<file path="src/rtl/des_pkg.sv">
// ----------------------------------------------------------------------------
// des_pkg
// Shared definitions for the DES key schedule controller.
//   - Width constants KEY_W, CD_W, HALF_W, SK_W
//   - Controller state encoding (state_t: ST_IDLE, ST_ROUND, ST_DONE)
//   - PC-1 selection table (56 entries) and per-round SHIFT table (16 entries)
//   - Helpers: pc1(), rotate_left(), rotate_right(), key_parity_ok()
// All bit numbering follows the DES standard: 1-based, MSB first, so DES
// bit n of a W-bit vector lives at vector index W-n.
// ----------------------------------------------------------------------------
package des_pkg;

    localparam int KEY_W  = 64;
    localparam int CD_W   = 56;
    localparam int HALF_W = 28;
    localparam int SK_W   = 48;

    typedef enum logic [1:0] {
        ST_IDLE  = 2'd0,
        ST_ROUND = 2'd1,
        ST_DONE  = 2'd2
    } state_t;

    localparam int PC1_TABLE [0:55] = '{
        57, 49, 41, 33, 25, 17,  9,
         1, 58, 50, 42, 34, 26, 18,
        10,  2, 59, 51, 43, 35, 27,
        19, 11,  3, 60, 52, 44, 36,
        63, 55, 47, 39, 31, 23, 15,
         7, 62, 54, 46, 38, 30, 22,
        14,  6, 61, 53, 45, 37, 29,
        21, 13,  5, 28, 20, 12,  4
    };

    localparam int SHIFT_TABLE [0:15] = '{
        1, 1, 2, 2, 2, 2, 2, 2, 1, 2, 2, 2, 2, 2, 2, 1
    };

    // PC-1: drop the eight parity bits and permute the rest into C||D.
    function automatic logic [CD_W-1:0] pc1(input logic [KEY_W-1:0] key);
        logic [CD_W-1:0] cd;
        cd = '0;
        for (int i = 0; i < CD_W; i++) begin
            cd[6'(CD_W - 1 - i)] = key[6'(KEY_W - PC1_TABLE[i])];
        end
        return cd;
    endfunction

    // DES only ever rotates by 1 or 2 places.
    function automatic logic [HALF_W-1:0] rotate_left(input logic [HALF_W-1:0] half,
                                                      input int amount);
        if (amount == 2) begin
            return {half[HALF_W-3:0], half[HALF_W-1:HALF_W-2]};
        end
        return {half[HALF_W-2:0], half[HALF_W-1]};
    endfunction

    function automatic logic [HALF_W-1:0] rotate_right(input logic [HALF_W-1:0] half,
                                                       input int amount);
        if (amount == 2) begin
            return {half[1:0], half[HALF_W-1:2]};
        end
        return {half[0], half[HALF_W-1:1]};
    endfunction

    // True when every key byte carries odd parity.
    function automatic logic key_parity_ok(input logic [KEY_W-1:0] key);
        logic             ok;
        logic [KEY_W-1:0] shifted;
        ok = 1'b1;
        for (int b = 0; b < KEY_W / 8; b++) begin
            shifted = key >> (8 * b);
            if ((^shifted[7:0]) == 1'b0) begin
                ok = 1'b0;
            end
        end
        return ok;
    endfunction

endpackage

</file>
<file path="src/rtl/key_56_to_48.sv">
// ----------------------------------------------------------------------------
// key_56_to_48
// DES Permuted Choice 2: selects 48 of the 56 C||D bits to form a round subkey.
// Purely combinational.
// Ports:
//   cd      in  56  C||D register contents (DES bit 1 = MSB)
//   subkey  out 48  PC-2 of cd (DES bit 1 = MSB)
// ----------------------------------------------------------------------------
module key_56_to_48
    import des_pkg::*;
(
    input  logic [CD_W-1:0] cd,
    output logic [SK_W-1:0] subkey
);

    localparam int PC2_TABLE [0:47] = '{
        14, 17, 11, 24,  1,  5,
         3, 28, 15,  6, 21, 10,
        23, 19, 12,  4, 26,  8,
        16,  7, 27, 20, 13,  2,
        41, 52, 31, 37, 47, 55,
        30, 40, 51, 45, 33, 48,
        44, 49, 39, 56, 34, 53,
        46, 42, 50, 36, 29, 32
    };

    always_comb begin
        subkey = '0;
        for (int i = 0; i < SK_W; i++) begin
            subkey[6'(SK_W - 1 - i)] = cd[6'(CD_W - PC2_TABLE[i])];
        end
    end

endmodule

</file>
<file path="src/rtl/des_key_schedule_ctrl.sv">
// ----------------------------------------------------------------------------
// des_key_schedule_ctrl
// Sequences the DES key schedule for one 64-bit key and streams the sixteen
// 48-bit round subkeys to the round datapath over a valid/ready handshake,
// in encrypt order (K1..K16) or decrypt order (K16..K1).
//
// Optional feature macro: DES_PARITY_CHECK_EN
//   defined   -> odd parity of every key byte is checked at start; a bad key
//                raises key_err and no schedule is started.
//   undefined -> key_err is tied low and parity bits are ignored.
//
// Ports:
//   clk        in   1   rising-edge clock
//   reset      in   1   synchronous, active-high
//   start      in   1   request a new schedule (only honoured in IDLE)
//   decrypt    in   1   sampled with start: 0 = K1..K16, 1 = K16..K1
//   key_in     in  64   DES key, bit 1 = MSB
//   abort      in   1   cancel any schedule and return to IDLE
//   sk_ready   in   1   round datapath accepts the subkey this cycle
//   sk_valid   out  1   subkey valid
//   subkey     out 48   PC-2 of the C||D register
//   round_idx  out  4   position of the presented subkey in delivery order
//   busy       out  1   high in ROUND and DONE
//   done       out  1   one-cycle pulse after the 16th subkey is accepted
//   key_err    out  1   key parity error flag
// ----------------------------------------------------------------------------
module des_key_schedule_ctrl
    import des_pkg::*;
(
    input  logic             clk,
    input  logic             reset,
    input  logic             start,
    input  logic             decrypt,
    input  logic [KEY_W-1:0] key_in,
    input  logic             abort,
    input  logic             sk_ready,
    output logic             sk_valid,
    output logic [SK_W-1:0]  subkey,
    output logic [3:0]       round_idx,
    output logic             busy,
    output logic             done,
    output logic             key_err
);

    state_t              state;
    logic                dec_mode;
    logic [HALF_W-1:0]   c_reg;
    logic [HALF_W-1:0]   d_reg;
    logic [CD_W-1:0]     pc1_key;
    logic                key_ok;
    logic                handshake;

    assign pc1_key   = pc1(key_in);
    assign handshake = sk_valid & sk_ready;

`ifdef DES_PARITY_CHECK_EN
    assign key_ok = key_parity_ok(key_in);

    // The error flag is refreshed on every start attempt seen in IDLE, so a
    // good key clears an earlier failure; abort suppresses the attempt.
    always_ff @(posedge clk) begin
        if (reset) begin
            key_err <= 1'b0;
        end else if (state == ST_IDLE && start && !abort) begin
            key_err <= !key_ok;
        end
    end
`else
    assign key_ok  = 1'b1;
    assign key_err = 1'b0;
`endif

    // The subkey is derived only from the C||D register, so it cannot glitch
    // with the handshake inputs.
    key_56_to_48 u_pc2 (
        .cd     ({c_reg, d_reg}),
        .subkey (subkey)
    );

    // Main sequencer. The C||D register always holds the halves for the
    // subkey being presented; a handshake advances it to the next round.
    // Encrypt preloads the first left rotation so K1 is ready one cycle after
    // start. Decrypt starts from the unrotated PC-1 value, which equals the
    // round-16 state because the total rotation over all rounds is 28.
    always_ff @(posedge clk) begin
        if (reset) begin
            state     <= ST_IDLE;
            dec_mode  <= 1'b0;
            c_reg     <= '0;
            d_reg     <= '0;
            round_idx <= 4'd0;
            sk_valid  <= 1'b0;
            busy      <= 1'b0;
            done      <= 1'b0;
        end else if (abort) begin
            state     <= ST_IDLE;
            round_idx <= 4'd0;
            sk_valid  <= 1'b0;
            busy      <= 1'b0;
            done      <= 1'b0;
        end else begin
            done <= 1'b0;
            case (state)
                ST_IDLE: begin
                    if (start && key_ok) begin
                        dec_mode  <= decrypt;
                        round_idx <= 4'd0;
                        sk_valid  <= 1'b1;
                        busy      <= 1'b1;
                        state     <= ST_ROUND;
                        if (decrypt) begin
                            c_reg <= pc1_key[CD_W-1:HALF_W];
                            d_reg <= pc1_key[HALF_W-1:0];
                        end else begin
                            c_reg <= rotate_left(pc1_key[CD_W-1:HALF_W], SHIFT_TABLE[0]);
                            d_reg <= rotate_left(pc1_key[HALF_W-1:0], SHIFT_TABLE[0]);
                        end
                    end
                end
                ST_ROUND: begin
                    if (handshake) begin
                        if (round_idx == 4'd15) begin
                            sk_valid <= 1'b0;
                            done     <= 1'b1;
                            state    <= ST_DONE;
                        end else begin
                            round_idx <= round_idx + 4'd1;
                            if (dec_mode) begin
                                c_reg <= rotate_right(c_reg, SHIFT_TABLE[4'd15 - round_idx]);
                                d_reg <= rotate_right(d_reg, SHIFT_TABLE[4'd15 - round_idx]);
                            end else begin
                                c_reg <= rotate_left(c_reg, SHIFT_TABLE[round_idx + 4'd1]);
                                d_reg <= rotate_left(d_reg, SHIFT_TABLE[round_idx + 4'd1]);
                            end
                        end
                    end
                end
                ST_DONE: begin
                    busy      <= 1'b0;
                    round_idx <= 4'd0;
                    state     <= ST_IDLE;
                end
                default: begin
                    state <= ST_IDLE;
                end
            endcase
        end
    end

endmodule
</file>
<file path="config.mk">
export PLATFORM = sky130hd
export DESIGN_NAME = des_key_schedule_ctrl
export DESIGN_NICKNAME = d
export VERILOG_FILES = /design/src/rtl/des_pkg.sv /design/src/rtl/key_56_to_48.sv /design/src/rtl/des_key_schedule_ctrl.sv
export SDC_FILE = /design/constraint.sdc
export NUM_CORES = 1
export LEC_CHECK = 0
export CORE_ASPECT_RATIO = 1.2
export CORE_UTILIZATION = 50
export DETAILED_ROUTE_END_ITERATION = 8
export PLACE_DENSITY = 0.78
export SETUP_SLACK_MARGIN = 0.02
export SYNTH_ARGS = -nofsm -noshare
export SYNTH_HDL_FRONTEND = slang
export SYNTH_SLANG_ARGS = --single-unit
export TNS_END_PERCENT = 100
</file>
<file path="constraint.sdc">
create_clock -name clk -period 4.8 [get_ports clk]
set_input_delay 0.96 -clock clk [delete_from_list [all_inputs] [get_ports clk]]
set_output_delay 0.96 -clock clk [all_outputs]
set_load 0.05 [all_outputs]
</file>
==> metrics.md, run 1 <==
| Metric | Value |
|---|---|
| Placed cells | 789 |
| Main synth FF type | dfxtp_1 |
| Starting Density | 51.5% |
| Sequential share of power | 39.5% |
| Final Cycle Share | 68.5% |
| DP Area | 5140 um2 |
| Sequential share of the synthesized area | 26.9% |
| Postcts setup bufs | 0 |
| Clock Power Share | 44.6% |
| Tmin final | 3.29 ns |
| Synth area leader | dfxtp_1 |
| Most frequent cells in the layout | 206 x nand2_1, 65 x dfxtp_1, 54 x clkdlybuf4s50_1, 42 x a21oi_1 |
| Worst hold path class | flip-flop to flip-flop |
| Core area | 9520 um2 |
| First-pass GRT wire length | 21,300 um |
| Clock Tree Root | clkbuf_16 |
| Top cells by area, synth | dfxtp_1 27%, nand2_1 16%, buf_4 7.8%, a32o_1 7.8%, a31oi_1 4.6% |
| Avg Inst Size Synth | 7.08 um2 |
| Vias post-DR | 5,024 |
| Worst-Skew Late Latency | 0.33 ns |
| Worst Path Max Fanout | 36 |
| H-tree levels | 3 |
| Share of layout cells above drive strength 1 | 5.57% |
| Ant. Diodes | 0 |
| Nets | 753 |
| I/O Buffers | 54 |
| Ports | 126 |
| Max Root-Sink Buffers | 2 |
| Clock sink total | 66 |
| Vias in the first global route | 4,651 |
| CTS buffer count | 9 |
| Final instance area | 5450 um2 |
| DR WL/cell | 15.7 um |
| Drt pass-1 iters | 5 |
| Peak VDD IR | 0.146 mV |
| Switch Pwr | 431 uW |
| Die span in x | 92.4 um |
| Power Internal | 1070 uW |
| Gp weighted congestion | 0.854 |
| Die area | 10,200 um2 |
| Post-Syn Area | 4900 um2 |
| Cell Rows | 39 |
| Net switching fraction of the power | 28.7% |
| Chip height | 110 um |
| Slew headroom | 30.0% |
| # setup viols final | 0 |
| Commonest non-fill, non-tap cell in the layout | nand2_1 |
| Final WL | 12,600 um |
| Final Hold Fails | 0 |
| DRT antenna net count | 0 |
| Maximum clock frequency | 0.304 GHz |
| RSZ-0062 raised after global routing | no |
| CP required | 5.07 ns |
| CP Class | primary input to flip-flop |
| Initial DRC count | 513 |
| DP Wirelength | 7920 um |
| CP Launch Type | primary input |
| Fin Clk Skew | 0.00423 ns |
| Outcome | finished clean |
| Area delta synth->final | 11.0% |
| Combinational group share of total power | 16.0% |
| Post-synth EDFFs | 0 |
| Fillers | 880 |
| CTS resizes | 0 |
| Mapped Cells | 693 |
| # DRC | 0 |
| Initial antenna violation count | 0 |
| Max cap viols | 0 |
| Overflow after GRT | 0 |
| Pwr Total | 1500 uW |
| Final Slew Violations | 0 |
| Worst-path clk slew | 0.05 ns |
| Non-Filler Instances | 805 |
| CTS tree | done |
| Synth async-reset ratio | 0% |
| GRT Total Usage | 25.2% |
| Top-area cell type share of the netlist area | 26.9% |
| Power Density | 276 nW/um2 |
| Measured slew at the worst slew-check pin | 1.03 ns |
| Cell variety after synth | 38 |
| Leak Pwr | 0.00198 uW |
| Via-to-Cell Ratio | 6.24 |
| Setup crit end kind | flip-flop |
| Largest net degree at the start of global routing | 57 |
| Yosys reg bits | 66 |
| Setup tns final | 0 ns |
| Yosys warnings | 0 |
| Post-CTS Hold Buffers | 0 |
| CP arrival | 3.56 ns |
[through the flow]
step / setup slack (ns) / hold slack, ns / utilization (%)
global placement: 1.32 / 0.462 / 54.0
finish: 1.51 / 0.474 / 57.2
global route: 1.39 / 0.523 / 57.2
detailed placement: 1.24 / 0.468 / 54.0
floorplan: 2.24 / 0.486 / -
CTS: 1.57 / 0.477 / 57.2
[cell families (layout without fill, tap and decap cells)]
kind of cell / count (synthesis) / count (layout) / share of synthesized area, %
AO/OA/AOI/OAI: 187 / 187 / 28.1
XOR/XNOR: 2 / 2 / 0.357
adder cells (fa/ha/maj): 6 / 6 / 1.53
buffers and inverters: 117 / 84 / 13.6
flip-flops: 66 / 66 / 26.9
multiplexers: 16 / 16 / 3.37
other: 1 / 23 / 0.0765
AND/OR/NAND/NOR: 298 / 298 / 26.0
[path summary, 6_finish.rpt]
path / start / slack (ns) / depth (start not counted) / end
worst min-delay path: busy$_SDFFE_PP0P_ / 0.47 / 2 / busy$_SDFFE_PP0P_
worst max register to register: round_idx[1]$_SDFFE_PP0P_ / 1.80 / 7 / d_reg[12]$_SDFFE_PP0P_
worst max-delay path: sk_ready / 1.51 / 7 / c_reg[11]$_SDFFE_PP0P_
worst min register to register: busy$_SDFFE_PP0P_ / 0.47 / 2 / busy$_SDFFE_PP0P_
[Yosys cell counts (2+ instances only)]
library cell and count:
a32oi_1 2, dfxtp_1 66, a41oi_1 20, or3_1 28
buf_4 51, clkbuf_1 45, o21ai_0 23, or2_2 3
nand3_1 4, a31oi_1 36, nor4b_1 2, a41o_1 20
nor2_1 38, nand2b_1 10, a21oi_1 42, mux2i_1 15
nor3_1 2, inv_1 5, buf_6 3, buf_2 11
clkbuf_2 2, ha_1 6, and3_1 2, nand2_1 206
a32o_1 38
[critical path: stages]
cell and delay, ns:
clkdlybuf4s50_1 0.52, nand3_1 0.19, a221oi_2 0.28, buf_4 0.29
nand3b_2 0.63, a31oi_1 0.46, a32o_1 0.22
[cell type report]
| class | instances | area, um2 | area share [%] |
|---|---|---|---|
| clock buffers | 11 | 253 | 4.64 |
| clock inverters | 5 | 52.6 | 0.965 |
| inverters | 5 | 18.8 | 0.345 |
| multi-input cells | 532 | 3040 | 55.8 |
| flip-flops and latches | 66 | 1320 | 24.3 |
| well taps | 123 | 154 | 2.83 |
| repair buffers | 63 | 608 | 11.2 |
[routing by layer]
layer / track usage [%] / wire length [um] / share of wire, % / vias to the layer above
met5: 0 / 0 / 0 / -
met4: 13.6 / 404 / 3.2 / 0
met3: 4.27 / 748 / 5.9 / 28
met2: 44.0 / 6370 / 50 / 190
met1: 28.8 / 5120 / 41 / 2423
li1: - / - / - / 2383
[power by group through the flow]
stage / Clock [uW] / Sequential [uW] / Combinational (uW)
4_1_cts: 680 / 592 / 239
3_5_place_dp: 0 / 604 / 238
3_3_place_gp: 0 / 603 / 233
2_1_floorplan: 0 / 593 / 206
5_1_grt: 707 / 596 / 259
6_report: 669 / 593 / 240
Power figures use the tool's default switching activity.
==> run 2, diff against run 1 <==
--- a/config.mk
+++ b/config.mk
@@ -6,9 +6,9 @@
 export NUM_CORES = 1
 export LEC_CHECK = 0
 export CORE_ASPECT_RATIO = 1.2
-export CORE_UTILIZATION = 50
+export CORE_UTILIZATION = 45
 export DETAILED_ROUTE_END_ITERATION = 8
-export PLACE_DENSITY = 0.78
+export PLACE_DENSITY = 0.74
 export SETUP_SLACK_MARGIN = 0.02
 export SYNTH_ARGS = -nofsm -noshare
 export SYNTH_HDL_FRONTEND = slang
==> constraint.sdc (replaced) <==
create_clock -name clk -period 2.98 [get_ports clk]
set_input_delay 0.596 -clock clk [delete_from_list [all_inputs] [get_ports clk]]
set_output_delay 0.596 -clock clk [all_outputs]
set_load 0.05 [all_outputs]
==> run 2 against run 1 <==
  * Non-clock buffer count up 8
  * Total power rose by 67%
  * Final area is 2.4% higher
  * Core utilization shrank 4.4 points
  * Final cell count is 1.7% higher
  * Register-to-register slack got worse by 1.4 ns
  * First-iteration DRC count is 15% lower
  * Setup slack worse by 1.1 ns
  * Sequential cell count is the same
  * Sequential power rose by 61%
  * Clock power up 72%
==> metrics.md, run 2 (synthesized netlist as in run 1, its figures left out) <==
| Metric | Value |
|---|---|
| Setup slack, reg-to-reg | 0.38 ns |
| Final Hold Fails | 0 |
| Setup crit end | c_reg[15]$_SDFFE_PP0P_ |
| Initial DRC count | 438 |
| Worst hold path class | flip-flop to flip-flop |
| Crit path max-delay family | simple AND/OR/NAND/NOR gates |
| RSZ-0062 raised after global routing | no |
| Clock Power Share | 46.2% |
| Sequential share of power | 38.1% |
| Drt pass-1 iters | 6 |
| Die area | 11,300 um2 |
| Power Internal | 1790 uW |
| Combinational group share of total power | 15.7% |
| # setup viols final | 0 |
| DRT antenna net count | 0 |
| Clock sink total | 66 |
| Fin Clk Skew | 0.00687 ns |
| Chip height | 116 um |
| Setup crit end kind | flip-flop |
| Final instance area | 5580 um2 |
| Grt peak-use layer | met2 |
| CP Launch Type | flip-flop |
| CTS tree | done |
| Worst-Skew Late Latency | 0.34 ns |
| Vias in the first global route | 4,696 |
| CP required | 3.21 ns |
| Met3 usage | 4.19% |
| Area delta synth->final | 13.7% |
| Met1 Resource Use GR | 27.0% |
| Core area | 10,600 um2 |
| Fillers | 987 |
| DP Wirelength | 8230 um |
| CP bufs+invs | 2 |
| Cell Rows | 41 |
| H-tree levels | 3 |
| GR Layer Usage met2 | 42.3% |
| Reg2reg path depth | 8 |
| R2R Path Start | round_idx[0]$_SDFFE_PP0P_ |
| CP cell instances | inv_1 -> ha_1 -> nor4b_1 -> or3_1 -> mux2_4 -> buf_4 -> nand2_1 -> a32o_1 |
| Register area | 1320 um2 |
| DR WL/cell | 15.8 um |
| Crit. path cell count | 8 |
| WHS Path Cells | 2 |
| Ports | 126 |
| Largest stage delay, worst path | 0.47 ns |
| Outcome | finished clean |
| Slew headroom | 53.2% |
| CP Class | flip-flop to flip-flop |
| Commonest non-fill, non-tap cell in the layout | nand2_1 |
| Die span in x | 97.3 um |
| Ant. Diodes | 0 |
| Tmin final | 2.60 ns |
| Final Cycle Share | 87.3% |
| Worst Path Max Fanout | 44 |
| Measured slew at the worst slew-check pin | 0.701 ns |
| Area of the multi-input gates | 3040 um2 |
| Gp weighted congestion | 0.806 |
| Maximum clock frequency | 0.384 GHz |
| Switch Pwr | 709 uW |
| Net switching fraction of the power | 28.3% |
| CTS buffer count | 9 |
| Max cap viols | 0 |
| Post-CTS Hold Buffers | 0 |
| Postcts setup bufs | 0 |
| Peak VDD IR | 0.275 mV |
| Pwr Total | 2500 uW |
| Initial antenna violation count | 0 |
| Overflow after GRT | 0 |
| DP Area | 5260 um2 |
| Clock Tree Root | clkbuf_16 |
| Worst-path clk slew | 0.06 ns |
| Max Root-Sink Buffers | 2 |
| Vias post-DR | 5,013 |
| CP startpoint | round_idx[0]$_SDFFE_PP0P_ |
| Power Density | 448 nW/um2 |
| Nets | 761 |
| Critical path's slowest cell | mux2_4 |
| Share of layout cells above drive strength 1 | 6.52% |
| CTS resizes | 0 |
| # DRC | 0 |
| I/O Buffers | 54 |
| Setup tns final | 0 ns |
| FF-to-FF End | c_reg[15]$_SDFFE_PP0P_ |
| Starting Density | 46.4% |
| Most frequent cells in the layout | 206 x nand2_1, 65 x dfxtp_1, 54 x clkdlybuf4s50_1, 42 x a21oi_1 |
| Via-to-Cell Ratio | 6.12 |
| First-pass GRT wire length | 21,800 um |
| GRT Total Usage | 23.3% |
| Final WL | 13,000 um |
| CP arrival | 2.83 ns |
| Leak Pwr | 0.00204 uW |
| Largest net degree at the start of global routing | 57 |
| Final Slew Violations | 0 |
[run 2: how the worst min path moves through the flow]
stage                           startpoint                      to  slack, ns
global placement         busy$_SDFFE_PP0P_       busy$_SDFFE_PP0P_       0.46
floorplan           c_reg[11]$_SDFFE_PP0P_  c_reg[11]$_SDFFE_PP0P_       0.49
finish                   busy$_SDFFE_PP0P_       busy$_SDFFE_PP0P_       0.47
detailed placement       busy$_SDFFE_PP0P_       busy$_SDFFE_PP0P_       0.47
global route             busy$_SDFFE_PP0P_       busy$_SDFFE_PP0P_       0.51
CTS                      busy$_SDFFE_PP0P_       busy$_SDFFE_PP0P_       0.48
[run 2: area by class of cell]
class | count | share of cell area [%]
clock buffers | 11 | 4.35
clock inverters | 5 | 1.39
inverters | 5 | 0.336
multi-input cells | 532 | 54.5
flip-flops and latches | 66 | 23.7
well taps | 129 | 2.89
repair buffers | 71 | 12.9
[run 2: power by group through the flow]
stage | Clock (uW) | Combinational [uW] | Sequential [uW]
after floorplan | 0 | 332 | 955
after global placement | 0 | 383 | 970
after detailed placement | 0 | 391 | 971
after CTS | 1170 | 392 | 952
after global routing | 1210 | 425 | 958
final | 1150 | 393 | 953
[run 2: tightest hold or removal path: cells and delay by family (launching register included)]
kind / cells / cell delay (ns)
compound gates: 1 / 0.06
buf+inv: 1 / 0.05
flops: 1 / 0.31
[run 2: metrics by stage]
stage / utilization [%] / hold WS [ns] / instances / setup WS [ns]
6_report: 52.8 / 0.473 / 819 / 0.378
5_1_grt: 52.8 / 0.505 / 819 / 0.162
4_1_cts: 52.8 / 0.481 / 819 / 0.344
3_5_place_dp: 49.8 / 0.472 / 803 / 0.382
3_3_place_gp: 49.8 / 0.464 / 803 / 0.427
2_1_floorplan: - / 0.486 / 715 / 0.416
[run 2: routing by layer]
metal	part of all wire [%]	wire [um]
met5	0	0
met4	2.3	303
met3	5.4	700
met2	51	6550
met1	42	5410
